`src/rtl/program_loader.sv`:
```
// program_loader: receives a length-prefixed byte image, assembles little-endian
// 32-bit words, writes them to instruction memory and releases the core only
// after the trailing XOR checksum byte matches.
module program_loader #(
    parameter int BIT_COUNT = 32,
    parameter int MAX_WORDS = 100
) (
    input  logic                 clk,
    input  logic                 reset,
    input  logic [7:0]           RxData,
    input  logic                 RxValid,
    output logic                 RxReady,
    output logic                 MemWrite,
    output logic [3:0]           ByteEn,
    output logic [BIT_COUNT-1:0] MemAdr,
    output logic [31:0]          MemWriteData,
    output logic                 CoreReset,
    output logic                 Done,
    output logic                 Error
);

    typedef enum logic [2:0] {
        LEN   = 3'd0,
        DATA  = 3'd1,
        CHECK = 3'd2,
        RUN   = 3'd3,
        ERROR = 3'd4
    } stateT;

    stateT       state, stateNext;
    logic [1:0]  byteCnt;
    logic [31:0] lenReg;
    logic [31:0] asmReg;
    logic [31:0] wordIdx;
    logic [7:0]  xorAcc;
    logic        accept;
    logic [31:0] lenWord;
    logic [31:0] dataWord;

    // Bytes arrive LSB first, so shifting in from the top leaves byte 0 in [7:0]
    // once all four have been taken.
    assign lenWord  = {RxData, lenReg[31:8]};
    assign dataWord = {RxData, asmReg[31:8]};
    assign accept   = RxValid && RxReady;
    assign ByteEn   = MemWrite ? 4'b1111 : 4'b0000;

    // State register
    always_ff @(posedge clk) begin
        if (reset) state <= LEN;
        else       state <= stateNext;
    end

    // Next-state and state-decoded outputs; RxReady never looks at RxValid
    always_comb begin
        stateNext = state;
        RxReady   = 1'b0;
        CoreReset = 1'b1;
        Done      = 1'b0;
        Error     = 1'b0;
        case (state)
            LEN: begin
                RxReady = !reset;
                if (accept && byteCnt == 2'd3) begin
                    if (lenWord > 32'(MAX_WORDS)) stateNext = ERROR;
                    else if (lenWord == 32'd0)    stateNext = CHECK;
                    else                          stateNext = DATA;
                end
            end
            DATA: begin
                RxReady = !reset;
                if (accept && byteCnt == 2'd3 && (wordIdx + 32'd1) == lenReg)
                    stateNext = CHECK;
            end
            CHECK: begin
                RxReady = !reset;
                if (accept) stateNext = (RxData == xorAcc) ? RUN : ERROR;
            end
            RUN: begin
                CoreReset = 1'b0;
                Done      = 1'b1;
            end
            ERROR: begin
                Error = 1'b1;
            end
            default: stateNext = LEN;
        endcase
    end

    // Byte assembly, running checksum and the registered one-cycle write port
    always_ff @(posedge clk) begin
        if (reset) begin
            byteCnt      <= 2'd0;
            lenReg       <= 32'd0;
            asmReg       <= 32'd0;
            wordIdx      <= 32'd0;
            xorAcc       <= 8'd0;
            MemWrite     <= 1'b0;
            MemAdr       <= '0;
            MemWriteData <= 32'd0;
        end else begin
            MemWrite <= 1'b0;
            if (accept) begin
                case (state)
                    LEN: begin
                        lenReg  <= lenWord;
                        byteCnt <= byteCnt + 2'd1;
                        xorAcc  <= xorAcc ^ RxData;
                        if (byteCnt == 2'd3) wordIdx <= 32'd0;
                    end
                    DATA: begin
                        asmReg  <= dataWord;
                        byteCnt <= byteCnt + 2'd1;
                        xorAcc  <= xorAcc ^ RxData;
                        if (byteCnt == 2'd3) begin
                            MemWrite     <= 1'b1;
                            MemWriteData <= dataWord;
                            MemAdr       <= BIT_COUNT'({wordIdx, 2'b00});
                            wordIdx      <= wordIdx + 32'd1;
                        end
                    end
                    default: ;
                endcase
            end
        end
    end

endmodule

```
`config.mk`:
```
export PLATFORM = sky130hd
export DESIGN_NAME = program_loader
export DESIGN_NICKNAME = d
export VERILOG_FILES = /design/src/rtl/program_loader.sv
export SDC_FILE = /design/constraint.sdc
export NUM_CORES = 1
export LEC_CHECK = 0
export BUFFER_PORTS_ARGS = -buffer_cell sky130_fd_sc_hd__buf_4
export CORE_UTILIZATION = 40
export CTS_CLUSTER_DIAMETER = 80
export DETAILED_ROUTE_END_ITERATION = 6
export PLACE_DENSITY = 0.64
export SLEW_MARGIN = 10
export SYNTH_ARGS = -nofsm -noshare
export SYNTH_HDL_FRONTEND = slang
export SYNTH_SLANG_ARGS = --single-unit
```
`constraint.sdc`:
```
create_clock -name clk -period 3.2 [get_ports clk]
set_input_delay 0.32 -clock clk [delete_from_list [all_inputs] [get_ports clk]]
set_output_delay 0.32 -clock clk [all_outputs]
set_load 0.02 [all_outputs]
```
==> results.yml <==
pwr:
  internal_power_mw: 3.230
  p_total_mw: 4.322
  power.density_nw_per_um2: 465.1
  ir_drop_mv: 0.3303
  power_switching_mw: 1.092
  seqPwrFrac_pct: 47.9
  power_frac_comb_pct: 3.5
  switching_share_pct: 25.27
  p_leak_nw: 3.598
  clkPwrFrac_pct: 48.5
setup_path:
  end_kind: "flip-flop"
  path_cells: "nand4_2, or4_4, nor4_4, xor2_1, a2111oi_1, or4b_1, a311oi_1"
  cp-start-kind: "flip-flop"
  r2r_end: "state[1]"
  slowest_stage: "or4b_1"
  cp_num_cells: 7
  crit_arrival_ns: 3.40
  critPathKind: "flip-flop to flip-flop"
  timing.rr.start: "wordIdx[21]"
  required_ns: 3.55
  critPathMaxStageDelay_ns: 0.53
  crit_fanout: 8
  r2r_setup_slack_ns: 0.15
  critical-path-top-delay-family: "simple AND/OR/NAND/NOR gates"
  rr_worst_depth: 7
  crit_buf_inv: 0
detailed_routing:
  ant_nets: 0
  drtIter0Drc: 528
  first_pass_iters: 5
  drc_errors: 0
  via_count: 7170
  routed_wl_um: 21700
  via_per_inst: 5.339
  post_drt_wl_per_cell_um: 16.16
timing:
  fmax_ghz: 0.3279
  clock_skew_ns: 0.009646
  slew_headroom_pct: 24.66
  tns_ns: 0
  slew_viol_final: 0
  layout_worst_path_cycle_share_pct: 95.30
  setup_viol: 0
  grt_setup_unrepaired: "no"
  worst_pin_slew_ns: 1.129
  fin_crit_ns: 3.050
  hold_viol: 0
floorplanning:
  die_x_um: 141.1
  num_io_pins: 84
  core_region_area_um2: 18830
  start_util_pct: 41.09
  row_count: 50
  die_y_um: 141.1
  die-area_um2: 19900
global_routing:
  grt_pass1_vias: 6475
  track_usage_pct: 22.44
  grt_max_degree: 101
  grt_overflow: 0
  grt_first_pass_wirelength_um: 34980
  antenna_found_initial: 0
clocking:
  clk_latency_ns: 0.44
  cts-root-buf: "clkbuf_16"
  h-tree-depth: 4
  clk_pin_slew_ns: 0.08
  cts.sinks: 164
  post_cts_buffers: 0
  numCtsBuffers: 17
  cts_tree: "done"
  cts_buffer_depth: 2
  ctsHoldBuffers: 0
final_layout:
  regArea_um2: 3284
  area_growth_pct: 20.10
  nets: 1083
  drive_gt1_share_pct: 17.45
  n_antenna_cell: 0
  final_cell_area_um2: 9293
  multi_input_area_um2: 4005
  fillers: 1847
hold_path:
  whs_endpoint: "MemWriteData[24]"
  hold_depth: 3
  hold_start: "RxData[0]"
  min_path_type: "primary input to flip-flop"
synth:
  syn-cell-area_um2: 7737
  yosysMostFrequentCell: "nand2_1"
  synth.area.top_cells: "dfxtp_1 (42%), nand2_1 (13%), a21oi_1 (7.1%)"
  synth-edff-count: 0
  syn_avg_cell_area_um2: 7.737
  ys_types: 66
  yosys.area.top_type: "dfxtp_1"
  synth_warnings: 0
  synthFlopType: "dfxtp_1"
  synth_top_area_share_pct: 42.43
  async_flop_share_pct: 0
  seq_area_frac_synth_pct: 42.43
  synthCells: 1000
  synth_seq_cells: 164
  synth_common_cells: "nand2_1 (275), dfxtp_1 (164), a21oi_1 (109), nor2_1 (51), clkbuf_1 (50)"
run_status:
  status: "finished clean"
placed_design:
  gp_congestion: 0.9217
  port_buffers: 81
  place_area_um2: 8681
  dp_hpwl_um: 15060
job:
  max-cap-violations: 0
[logic make-up after synthesis]
kind of cell	Yosys count	share of synthesized area (%)
muxes	5	0.6792
adders and majority gates	2	0.3234
DFF	164	42.43
other	1	0.04847
buffers and inverters	94	6.080
AOI/OAI and AO/OA	210	15.86
xor gates and xnor gates	58	6.759
and+or+nand+nor	466	27.81
[per-stage QoR]
| stage | worst slack [ns] | hold slack [ns] | cells | util [%] |
|---|---|---|---|---|
| 2_1_floorplan | 0.4058 | 0.4190 | 1001 | - |
| 3_3_place_gp | 0.1549 | 0.4400 | 1311 | 46.10 |
| 3_5_place_dp | 0.08597 | 0.4466 | 1311 | 46.10 |
| 4_1_cts | 0.05584 | 0.1298 | 1343 | 49.34 |
| 5_1_grt | 0.01630 | 0.1487 | 1343 | 49.35 |
| 6_report | 0.1505 | 0.1327 | 1343 | 49.35 |
[area by class of cell]
cell class | count | share of cell area (%)
Multi-Input combinational cell | 743 | 43.10
Sequential cell | 164 | 35.34
Inverter | 10 | 0.4039
Tap cell | 260 | 3.501
Clock buffer | 17 | 4.578
Clock inverter | 15 | 1.979
Timing Repair Buffer | 134 | 11.09
[sequential cells by signal, indices dropped and copies added (netlist names)]
register	cells
asmReg	24
MemWrite	1
byteCnt	2
state	3
MemAdr	30
lenReg	32
xorAcc	8
MemWriteData	32
wordIdx	32
[worst reg2reg max path: cells and delay by family (launching register included)]
kind / cells / cell delay, ns
compound gates: 2 / 0.71
xor+xnor: 1 / 0.11
flops: 1 / 0.51
simple gates: 4 / 1.65
[worst max path at each step]
| stage | startpoint | end |
|---|---|---|
| 2_1_floorplan | wordIdx[4] | state[1] |
| 5_1_grt | wordIdx[2] | state[1] |
| 4_1_cts | wordIdx[0] | state[1] |
| 3_5_place_dp | wordIdx[0] | state[1] |
| 3_3_place_gp | wordIdx[0] | state[1] |
| 6_report | wordIdx[21] | state[1] |
[timing repair]
item | in CTS | in global routing
setup endpoints to repair | 0 | 2
hold endpoints to repair | 0 | 0
resized for setup | 0 | 2
[cell usage in the layout, fill, tap and decap left out, types with 4 or more instances in the layout]
cell / Yosys / final
or4_1: 5 / 5
nand2b_1: 4 / 4
o31ai_1: 12 / 12
o21ai_0: 40 / 40
xnor2_1: 33 / 33
a31oi_1: 7 / 7
a21oi_1: 109 / 109
nor2_1: 51 / 50
nand3_1: 42 / 42
inv_8: 0 / 4
o41ai_1: 6 / 6
xor2_1: 24 / 24
clkbuf_16: 0 / 17
nand4_1: 18 / 18
and3_1: 6 / 6
nor3_1: 13 / 13
nor2b_1: 7 / 7
inv_1: 9 / 8
a22oi_1: 8 / 8
nor4_1: 13 / 12
or3_1: 5 / 5
nand2_1: 275 / 274
buf_4: 14 / 132
dfxtp_1: 164 / 163
[layer usage]
metal / share of wire (%) / track usage [%] / vias up / routed length (um)
met4: 1.2 / 5.778 / 0 / 267
li1: - / - / 3558 / -
met1: 48 / 32.11 / 3425 / 10460
met2: 46 / 35.28 / 167 / 9968
met5: 0 / 0 / - / 0
met3: 4.6 / 3.091 / 20 / 1001
[power by group through the flow]
| stage | clock, mW | combinational (mW) | sequential, mW |
|---|---|---|---|
| 6_report | 2.10 | 0.152 | 2.07 |
| 5_1_grt | 2.22 | 0.170 | 2.07 |
| 4_1_cts | 2.13 | 0.153 | 2.07 |
| 3_5_place_dp | 0 | 0.152 | 2.12 |
| 3_3_place_gp | 0 | 0.151 | 2.12 |
| 2_1_floorplan | 0 | 0.102 | 2.11 |
Power figures use the tool's default switching activity.
